[config.mk]
export PLATFORM = sky130hd
export DESIGN_NAME = spi_master_pkt_rx
export DESIGN_NICKNAME = d
export VERILOG_FILES = /design/src/rtl/spi_pkt_pkg.sv /design/src/rtl/spi_sck_gen.sv /design/src/rtl/spi_master_pkt_rx.sv
export SDC_FILE = /design/constraint.sdc
export NUM_CORES = 1
export LEC_CHECK = 0
export CAP_MARGIN = 40
export CELL_PAD_IN_SITES_DETAIL_PLACEMENT = 1
export CELL_PAD_IN_SITES_GLOBAL_PLACEMENT = 1
export CORE_MARGIN = 1
export CORE_UTILIZATION = 43
export DETAILED_ROUTE_END_ITERATION = 7
export HOLD_SLACK_MARGIN = 0.05
export PLACE_DENSITY = 0.91
export SKIP_LAST_GASP = 1
export SYNTH_ARGS = -nofsm -noshare
export SYNTH_HDL_FRONTEND = slang
export SYNTH_SLANG_ARGS = --single-unit
[constraint.sdc]
create_clock -name clk -period 5.97 [get_ports clk]
set_input_delay 0.8955 -clock clk [delete_from_list [all_inputs] [get_ports clk]]
set_output_delay 0.8955 -clock clk [all_outputs]
set_load 0.02 [all_outputs]
[src/rtl/spi_pkt_pkg.sv]
`default_nettype none
// ============================================================================
// Module   : spi_pkt_pkg
// Summary  : Packet layout, FSM state encoding and byte/word extraction
//            helpers shared by the SPI packet reader.
// Revision : 1.0
// ============================================================================
package spi_pkt_pkg;

   localparam int         PKT_BYTES   = 16;
   localparam int         PKT_BITS    = PKT_BYTES * 8;
   localparam logic [7:0] HEADER_BYTE = 8'hAA;

   // Byte offsets within the packet, byte 0 is the first byte on the wire
   localparam logic [3:0] OFF_HDR    = 4'd0;
   localparam logic [3:0] OFF_QUAT_W = 4'd1;
   localparam logic [3:0] OFF_QUAT_X = 4'd3;
   localparam logic [3:0] OFF_QUAT_Y = 4'd5;
   localparam logic [3:0] OFF_QUAT_Z = 4'd7;
   localparam logic [3:0] OFF_GYRO_X = 4'd9;
   localparam logic [3:0] OFF_GYRO_Y = 4'd11;
   localparam logic [3:0] OFF_GYRO_Z = 4'd13;
   localparam logic [3:0] OFF_FLAGS  = 4'd15;

   localparam logic [2:0] FLAG_QUAT_BIT = 3'd0;
   localparam logic [2:0] FLAG_GYRO_BIT = 3'd1;

   typedef enum logic [2:0] {
      IDLE  = 3'd0,
      SETUP = 3'd1,
      XFER  = 3'd2,
      HOLD  = 3'd3,
      CHECK = 3'd4,
      GAP   = 3'd5
   } state_e;

   typedef struct packed {
      logic signed [15:0] quat_w;
      logic signed [15:0] quat_x;
      logic signed [15:0] quat_y;
      logic signed [15:0] quat_z;
      logic signed [15:0] gyro_x;
      logic signed [15:0] gyro_y;
      logic signed [15:0] gyro_z;
      logic               quat_valid;
      logic               gyro_valid;
   } fields_t;

   // Byte 0 lands in the top byte of the shift register after 128 shifts
   function automatic logic [7:0] pkt_byte(input logic [PKT_BITS-1:0] pkt,
                                           input logic [3:0]          off);
      logic [6:0] lsb;
      lsb = 7'(PKT_BITS - 8) - {off, 3'b000};
      return pkt[lsb +: 8];
   endfunction

   function automatic logic [15:0] pkt_word(input logic [PKT_BITS-1:0] pkt,
                                            input logic [3:0]          off);
      logic [6:0] lsb;
      lsb = 7'(PKT_BITS - 16) - {off, 3'b000};
      return pkt[lsb +: 16];
   endfunction

   function automatic logic pkt_bit(input logic [PKT_BITS-1:0] pkt,
                                    input logic [3:0]          off,
                                    input logic [2:0]          idx);
      logic [6:0] pos;
      pos = 7'(PKT_BITS - 8) - {off, 3'b000} + {4'b0000, idx};
      return pkt[pos];
   endfunction

endpackage
`default_nettype wire

[src/rtl/spi_sck_gen.sv]
`default_nettype none
// ============================================================================
// Module   : spi_sck_gen
// Summary  : Mode-0 SCK generator; toggles every CLK_DIV clocks while enabled
//            and flags the clock edge on which SCK rises or falls.
// Revision : 1.0
// ============================================================================
module spi_sck_gen #(
   parameter int CLK_DIV = 4
) (
   input  logic clk,
   input  logic reset,
   input  logic enable,
   output logic sck,
   output logic rise_stb,
   output logic fall_stb
);
   localparam int CNT_W = $clog2(CLK_DIV);

   logic [CNT_W-1:0] cnt_q, cnt_d;
   logic             sck_q, sck_d;
   logic             half_done;

   assign half_done = enable && (cnt_q == CNT_W'(CLK_DIV - 1));

   // Disabled means counter parked at zero and SCK low, ready for a fresh phase
   always_comb begin
      cnt_d = '0;
      sck_d = 1'b0;
      if (enable) begin
         cnt_d = half_done ? '0 : cnt_q + CNT_W'(1);
         sck_d = half_done ? ~sck_q : sck_q;
      end
   end

   always_ff @(posedge clk) begin
      if (reset) begin
         cnt_q <= '0;
         sck_q <= 1'b0;
      end else begin
         cnt_q <= cnt_d;
         sck_q <= sck_d;
      end
   end

   assign sck      = sck_q;
   assign rise_stb = half_done && !sck_q;
   assign fall_stb = half_done &&  sck_q;

endmodule
`default_nettype wire

[src/rtl/spi_master_pkt_rx.sv]
`default_nettype none
// ============================================================================
// Module   : spi_master_pkt_rx
// Summary  : SPI Mode-0 master that reads one 16-byte sensor packet, checks
//            the header byte and unpacks quaternion / gyro fields.
// Revision : 1.0
// ============================================================================
module spi_master_pkt_rx
   import spi_pkt_pkg::*;
#(
   parameter int CLK_DIV = 4,
   parameter int GAP_CYC = 8
) (
   input  logic               clk,
   input  logic               reset,
   input  logic               start,
   output logic               busy,
   output logic               cs_n,
   output logic               sck,
   output logic               mosi,
   input  logic               miso,
   output logic               pkt_valid,
   output logic               hdr_err,
   output logic signed [15:0] quat_w,
   output logic signed [15:0] quat_x,
   output logic signed [15:0] quat_y,
   output logic signed [15:0] quat_z,
   output logic signed [15:0] gyro_x,
   output logic signed [15:0] gyro_y,
   output logic signed [15:0] gyro_z,
   output logic               quat_valid,
   output logic               gyro_valid
);
   localparam int WAIT_MAX = (CLK_DIV > GAP_CYC) ? CLK_DIV : GAP_CYC;
   localparam int WAIT_W   = $clog2(WAIT_MAX + 1);

   state_e              state_q, state_d;
   logic                cs_n_q, cs_n_d;
   logic [PKT_BITS-1:0] shift_q, shift_d;
   logic [2:0]          bit_cnt_q, bit_cnt_d;
   logic [3:0]          byte_cnt_q, byte_cnt_d;
   logic                last_q, last_d;
   logic [WAIT_W-1:0]   wait_q, wait_d;
   logic                pkt_valid_q, pkt_valid_d;
   logic                hdr_err_q, hdr_err_d;
   fields_t             fields_q, fields_d;

   logic sck_en, rise_stb, fall_stb;
   logic at_last_bit, div_done, gap_done;

   // After the final falling edge the generator is parked so SCK stays low
   assign sck_en      = (state_q == SETUP) || ((state_q == XFER) && !last_q);
   assign at_last_bit = (byte_cnt_q == 4'(PKT_BYTES - 1)) && (bit_cnt_q == 3'd7);
   assign div_done    = (wait_q == WAIT_W'(CLK_DIV - 1));
   assign gap_done    = (wait_q == WAIT_W'(GAP_CYC - 1));

   spi_sck_gen #(.CLK_DIV(CLK_DIV)) u_sck_gen (
      .clk      (clk),
      .reset    (reset),
      .enable   (sck_en),
      .sck      (sck),
      .rise_stb (rise_stb),
      .fall_stb (fall_stb)
   );

   always_ff @(posedge clk) begin
      if (reset) begin
         state_q     <= IDLE;
         cs_n_q      <= 1'b1;
         shift_q     <= '0;
         bit_cnt_q   <= '0;
         byte_cnt_q  <= '0;
         last_q      <= 1'b0;
         wait_q      <= '0;
         pkt_valid_q <= 1'b0;
         hdr_err_q   <= 1'b0;
         fields_q    <= '0;
      end else begin
         state_q     <= state_d;
         cs_n_q      <= cs_n_d;
         shift_q     <= shift_d;
         bit_cnt_q   <= bit_cnt_d;
         byte_cnt_q  <= byte_cnt_d;
         last_q      <= last_d;
         wait_q      <= wait_d;
         pkt_valid_q <= pkt_valid_d;
         hdr_err_q   <= hdr_err_d;
         fields_q    <= fields_d;
      end
   end

   always_comb begin
      state_d = state_q;
      unique case (state_q)
         IDLE:    if (start)                state_d = SETUP;
         SETUP:   if (rise_stb)             state_d = XFER;
         XFER:    if (last_q && div_done)   state_d = HOLD;
         HOLD:    if (div_done)             state_d = CHECK;
         CHECK:                             state_d = GAP;
         GAP:     if (gap_done)             state_d = IDLE;
         default:                           state_d = IDLE;
      endcase
   end

   always_comb begin
      cs_n_d      = cs_n_q;
      shift_d     = shift_q;
      bit_cnt_d   = bit_cnt_q;
      byte_cnt_d  = byte_cnt_q;
      last_d      = last_q;
      wait_d      = '0;
      pkt_valid_d = 1'b0;
      hdr_err_d   = 1'b0;
      fields_d    = fields_q;

      if ((state_q == IDLE) && (state_d == SETUP)) begin
         cs_n_d     = 1'b0;
         bit_cnt_d  = '0;
         byte_cnt_d = '0;
         last_d     = 1'b0;
      end

      if (rise_stb)
         shift_d = {shift_q[PKT_BITS-2:0], miso};

      // Position advances on the falling edge and freezes on the very last bit
      if (fall_stb) begin
         if (at_last_bit)
            last_d = 1'b1;
         else
            {byte_cnt_d, bit_cnt_d} = {byte_cnt_q, bit_cnt_q} + 7'd1;
      end

      if ((state_d == state_q) &&
          ((state_q == HOLD) || (state_q == GAP) || ((state_q == XFER) && last_q)))
         wait_d = wait_q + WAIT_W'(1);

      if ((state_q == HOLD) && (state_d == CHECK))
         cs_n_d = 1'b1;

      if (state_q == CHECK) begin
         if (pkt_byte(shift_q, OFF_HDR) == HEADER_BYTE) begin
            pkt_valid_d         = 1'b1;
            fields_d.quat_w     = pkt_word(shift_q, OFF_QUAT_W);
            fields_d.quat_x     = pkt_word(shift_q, OFF_QUAT_X);
            fields_d.quat_y     = pkt_word(shift_q, OFF_QUAT_Y);
            fields_d.quat_z     = pkt_word(shift_q, OFF_QUAT_Z);
            fields_d.gyro_x     = pkt_word(shift_q, OFF_GYRO_X);
            fields_d.gyro_y     = pkt_word(shift_q, OFF_GYRO_Y);
            fields_d.gyro_z     = pkt_word(shift_q, OFF_GYRO_Z);
            fields_d.quat_valid = pkt_bit(shift_q, OFF_FLAGS, FLAG_QUAT_BIT);
            fields_d.gyro_valid = pkt_bit(shift_q, OFF_FLAGS, FLAG_GYRO_BIT);
         end else begin
            hdr_err_d = 1'b1;
         end
      end
   end

   assign busy       = (state_q != IDLE);
   assign cs_n       = cs_n_q;
   assign mosi       = 1'b0;
   assign pkt_valid  = pkt_valid_q;
   assign hdr_err    = hdr_err_q;
   assign quat_w     = fields_q.quat_w;
   assign quat_x     = fields_q.quat_x;
   assign quat_y     = fields_q.quat_y;
   assign quat_z     = fields_q.quat_z;
   assign gyro_x     = fields_q.gyro_x;
   assign gyro_y     = fields_q.gyro_y;
   assign gyro_z     = fields_q.gyro_z;
   assign quat_valid = fields_q.quat_valid;
   assign gyro_valid = fields_q.gyro_valid;

endmodule
`default_nettype wire

==> out/metrics.cfg, run 1 <==
[setup_path]
path_class=flop to output pin
cp.required_ns=5.07
crit_path_start=state_q[0]$_SDFF_PP0_
max_stage_delay_ns=0.68
cp_max_fo=17
worst_ep_arrival_time_ns=2.08
crit_chain=nor3_1 > inv_1 > clkdlybuf4s50_1
cpMaxStageDelayCell=dfxtp_1
end_kind=output pin
startpoint_type=flop
reg2reg_from=state_q[2]$_SDFF_PP0_

[floorplanning]
start_util_pct=44.0
dieArea_um2=22300
fp.dieW_um=149
core.rowCount=53
io_pins=124
die_y_um=149
core_area_um2=21200

[detailed_routing]
via_per_inst=5.22
drt_iter0_markers=382
drt-met1-wl_um=10500
route.vias.total=8044
wl_met2_um=12100
dr.max_layer_used=met4
drc=0
postRouteAntennaNets=0
wl_per_cell_um=15.5
wl_um=23900
route.met3.wl_um=678
first_pass_iters=4

[timing]
fmax_mhz=336
rsz0062_at_grt=false
period_share_pct=49.8
finalHoldViolCount=0
drv_slew=0
worst_slack_ns=3.00
slew_headroom_pct=43.4
skew_ns=0.00941
tightest_slew_ns=0.849
tns_ns=0
setup_viol=0
post-route-min-period_ns=2.97

[global_routing]
grt_pass1_wl_um=39100
grt_pass1_vias=8099
grt_max_degree=128
overflow=0
grt_antenna_before_repair=0
grt_usage_pct=21.3

[cells_and_area]
fin_nets=1254
final_core_util_pct=54.5
final_common_cell=nand2_1
n_antenna_cell=0
register_area_um2=5270
drive_gt1_share_pct=4.66
synthToLayoutAreaGrowth_pct=23.8
final_cell_mix=nand2_1 (491), dfxtp_1 (263), a21oi_1 (248), clkdlybuf4s50_1 (121), clkbuf_16 (27)
fill_cells=2489
multi_input_comb_area_um2=3710

[power]
p_sw_mw=0.699
power_leakage_nw=3.66
p_int_mw=2.75
switching_share_pct=20.3
ir_drop_uv=183
power.density_nw_per_um2=299
sequentialPowerShare_pct=51.1
clkPwrFrac_pct=47.6
pwr-share-comb_pct=1.3

[yosys]
synth_area_per_cell_um2=7.94
synth_area_um2=9320
syn-num-nets=1181
yosys-top-cells-area=dfxtp_1 (57%), nand2_1 (20%), a21oi_1 (13%)
synthArstFlopShare_pct=0
yosys_warnings=0
syn_inst=1173
yosys.area.top_type=dfxtp_1
ys_seq_elements=263
synth_edf_count=0
netlist.area_leader.share_pct=56.5
synth_ff_type=dfxtp_1
yosysSeqAreaShare_pct=56.5
synth_cell_types=43

[clock_network]
cts.sinks=263
htreeDepth=1
post_cts_buffers=0
clk_pin_slew_ns=0.06
cts_tree=built
postCtsResizedCells=0
cts_root_buf=clkbuf_16
numCtsBuffers=26
cts_hold_buf=0
clock_latency_ns=0.52
cts_buffer_depth=3

[worst_hold_path]
hp-start=u_sck_gen.cnt_q[0]$_SDFF_PP0_
hold_path_class=flop to flop

[outcome]
outcome=finished, final reports clean

[place]
dp_hpwl_um=14500
gp_congestion=0.721
place_ws_ns=3.41
io_buffers=122

[flow_run]
drv_cap=0

registers in the layout (all words and copies together), names as in the netlist:
register and cells:
gyro_z 16, gyro_valid 1, wait_q 4, quat_w 16
u_sck_gen.cnt_q 2, quat_valid 1, quat_y 16, state_q 3
quat_x 16, last_q 1, quat_z 16, bit_cnt_q 3
pkt_valid 1, gyro_y 16, gyro_x 16, cs_n 1
byte_cnt_q 4, shift_q 128, hdr_err 1, u_sck_gen.sck 1
worst max-delay path, delay by kind of cell, from the launching register on:
family                 cells  cell delay [ns]
buffers and inverters      2             0.69
DFF                        1             0.68
and+or+nand+nor            1             0.19
final cells by class:
type | instances | area share, %
Clock buffer | 44 | 7.19
Clock inverter | 3 | 0.347
Inverter | 2 | 0.0651
Multi-Input combinational cell | 820 | 32.1
Sequential cell | 263 | 45.6
Tap cell | 275 | 2.98
Timing Repair Buffer | 133 | 11.7
path summary, 6_finish.rpt:
| path | end | slack (ns) | cells after the start |
|---|---|---|---|
| setup / recovery | busy | 3.00 | 3 |
| hold / removal | u_sck_gen.cnt_q[0]$_SDFF_PP0_ | 0.43 | 1 |
| setup reg to reg | quat_y[13]$_SDFFE_PP0P_ | 3.39 | 6 |
| hold reg to reg | u_sck_gen.cnt_q[0]$_SDFF_PP0_ | 0.43 | 1 |
metrics by stage:
stage	hold slack, ns	instances	power [mW]	cell area, um^2
floorplan	0.398	1173	1.83	9320
global route	0.448	1540	3.55	11500
global placement	0.409	1490	1.84	10600
CTS	0.435	1540	3.49	11500
detailed placement	0.423	1493	1.84	10700
finish	0.428	1540	3.44	11500
power by group through the flow:
stage          Combinational (mW)  Sequential [mW]  Clock [mW]
6_report                   0.0444             1.76        1.64
5_1_grt                    0.0488             1.76        1.74
4_1_cts                    0.0449             1.76        1.68
3_5_place_dp               0.0444             1.80           0
3_3_place_gp               0.0447             1.80           0
2_1_floorplan              0.0339             1.80           0
metal layers:
layer	up-vias	global-route usage [%]
met1	3906	26.5
met5	-	0
met2	132	38.5
met3	33	2.69
li1	3973	-
met4	0	5.71
synthesized netlist by cell type (2+ instances only):
library cell  number
or2_2              2
a211o_1            2
nand3b_1           2
a211oi_1           3
inv_1              2
nand2_1          491
nor4_1             3
ha_1               4
nand3_1            7
buf_4              2
nor2_1             4
nor3_1             4
nor3b_1            4
dfxtp_1          263
and2_1             2
xnor2_1            3
a22oi_1            2
nor2b_1            3
o21ai_0            2
nand2b_1           5
o211ai_1           6
or4_1              2
a21oi_1          248
buf_2             22
clkbuf_1          61
a31oi_1            3
buf_1              2
nand4bb_1          2
or3_1              3
logic make-up after synthesis:
| family | count (synthesis) | share of synthesized area (%) |
|---|---|---|
| compound gates | 271 | 15.2 |
| xor+xnor | 3 | 0.282 |
| fa+ha+maj | 4 | 0.537 |
| buf+inv | 90 | 4.08 |
| flops | 263 | 56.5 |
| other cells | 1 | 0.0402 |
| simple gates | 541 | 23.3 |
Note: power is estimated with default switching activity, not from simulation.
==> inputs of run 2 (changes only) <==
--- a/config.mk
+++ b/config.mk
@@ -9,10 +9,10 @@
 export CELL_PAD_IN_SITES_DETAIL_PLACEMENT = 1
 export CELL_PAD_IN_SITES_GLOBAL_PLACEMENT = 1
 export CORE_MARGIN = 1
-export CORE_UTILIZATION = 43
+export CORE_UTILIZATION = 36
 export DETAILED_ROUTE_END_ITERATION = 7
 export HOLD_SLACK_MARGIN = 0.05
-export PLACE_DENSITY = 0.91
+export PLACE_DENSITY = 0.83
 export SKIP_LAST_GASP = 1
 export SYNTH_ARGS = -nofsm -noshare
 export SYNTH_HDL_FRONTEND = slang
==> constraint.sdc (replaced) <==
create_clock -name clk -period 2.4 [get_ports clk]
set_input_delay 0.36 -clock clk [delete_from_list [all_inputs] [get_ports clk]]
set_output_delay 0.36 -clock clk [all_outputs]
set_load 0.02 [all_outputs]
==> out/metrics.cfg, run 2 (same netlist as run 1, synthesis figures left out) <==
[outcome]
outcome=finished, final reports clean

[power]
power.density_nw_per_um2=750
ir_drop_uv=564
power_leakage_nw=3.72

[cells_and_area]
fill_cells=2988
n_antenna_cell=0
fin_nets=1261
final_cell_mix=nand2_1 (491), dfxtp_1 (262), a21oi_1 (248), clkdlybuf4s50_1 (121), clkbuf_16 (29)
final_cells=1603
synthToLayoutAreaGrowth_pct=26.3
drive_gt1_share_pct=5.18
top_register=shift_q
largest_reg_flops=128
final_common_cell=nand2_1
final_core_util_pct=46.6

[detailed_routing]
drc=0
drt_iter0_markers=423
dr.max_layer_used=met4
route.vias.total=7864
wl_met2_um=11000
route.met3.wl_um=741
postRouteAntennaNets=0
drt-met1-wl_um=10500
via_per_inst=4.91
wl_um=22600
first_pass_iters=4
wl_per_cell_um=14.1

[global_routing]
grt_pass1_vias=7852
overflow=0
grt_pass1_wl_um=37500
grt_max_degree=116
grt_antenna_before_repair=0
grt_usage_pct=16.9

[timing]
setup_viol=0
fmax_mhz=442
skew_ns=0.00994
rsz0062_at_grt=false
post-route-min-period_ns=2.26
finalHoldViolCount=0
tightest_slew_ns=0.752
worst_slack_ns=0.135
period_share_pct=94.4
slew_headroom_pct=49.9
tns_ns=0
drv_slew=0
holdWs_ns=0.414

[floorplanning]
dieArea_um2=26500
core_area_um2=25300
start_util_pct=36.9
io_pins=124
core.rowCount=58
die_y_um=163
fp.dieW_um=163

[setup_path]
end_kind=output pin
reg2reg_from=state_q[1]$_SDFF_PP0_
cp.required_ns=2.04
path_class=flop to output pin
reg2regPathDepth=4
cp_max_fo=12
reg2reg_slack_ns=0.30
regToRegEndpoint=byte_cnt_q[2]$_SDFF_PP0_
startpoint_type=flop
worst_ep_arrival_time_ns=1.90

[clock_network]
clock_latency_ns=0.53
cts_tree=built
htreeDepth=1
cts.sinks=263
numCtsBuffers=28
clk_pin_slew_ns=0.06
post_cts_buffers=0
cts_hold_buf=0
postCtsResizedCells=1
cts_root_buf=clkbuf_16
cts_buffer_depth=3

[place]
gp_congestion=0.730
io_buffers=122
place_ws_ns=0.308
place_inst=1553
dp_hpwl_um=13400

[worst_hold_path]
whs_path_depth=3
hp-start=miso
hold_path_class=input pin to flop
holdPathEnd=shift_q[0]$_SDFFE_PP0P_

[flow_run]
drv_cap=0

[run 2: cell count changes in the layout (fill, tap and decap cells not counted)]
cell	change
buf_12	+7
buf_16	-2
clkbuf_1	+2
clkbuf_16	+2
buf_2	-1
buf_4	+1
bufinv_16	+1
clkbuf_8	-1
clkinv_2	-1
dfxtp_1	-1
dfxtp_2	+1
[run 2: worst max-delay path by stage]
stage | startpoint | to | slack [ns]
global route | state_q[2]$_SDFF_PP0_ | busy | 0.04
CTS | state_q[2]$_SDFF_PP0_ | busy | 0.11
finish | state_q[2]$_SDFF_PP0_ | busy | 0.14
global placement | state_q[2]$_SDFF_PP0_ | gyro_y[14]$_SDFFE_PP0P_ | 0.37
floorplan | state_q[1]$_SDFF_PP0_ | quat_z[10]$_SDFFE_PP0P_ | 0.52
detailed placement | state_q[2]$_SDFF_PP0_ | quat_z[8]$_SDFFE_PP0P_ | 0.31
[run 2: critical path, cell delays in order (launching register included)]
cell and delay, ns:
dfxtp_2 0.48, nor3_1 0.11, buf_4 0.16, inv_1 0.05
clkdlybuf4s50_1 0.59
[run 2: final cells by class]
cell class | instances | area (um^2) | share of cell area, %
Sequential cell | 263 | 5270 | 44.8
Multi-Input combinational cell | 820 | 3710 | 31.5
Timing Repair Buffer | 138 | 1430 | 12.2
Clock buffer | 47 | 873 | 7.42
Tap cell | 330 | 413 | 3.51
Clock inverter | 3 | 65.1 | 0.553
Inverter | 2 | 7.51 | 0.0638
[run 2: through the flow]
| step | area (um^2) | total power, mW |
|---|---|---|
| floorplan | 9320 | 4.56 |
| global placement | 10800 | 4.60 |
| detailed placement | 10800 | 4.60 |
| CTS | 11800 | 8.95 |
| global route | 11800 | 9.14 |
| finish | 11800 | 8.82 |
[run 2: power breakdown]
group | switching (mW) | internal, mW
sequential | 0.00358 | 4.37
combinational | 0.0978 | 0.0337
clock | 1.65 | 2.66
total | 1.75 | 7.07
[run 2: per-layer routing]
layer,global-route usage (%),vias to the layer above
li1,-,3976
met1,20.8,3761
met2,30.4,104
met3,2.90,23
met4,3.74,0
met5,0,-
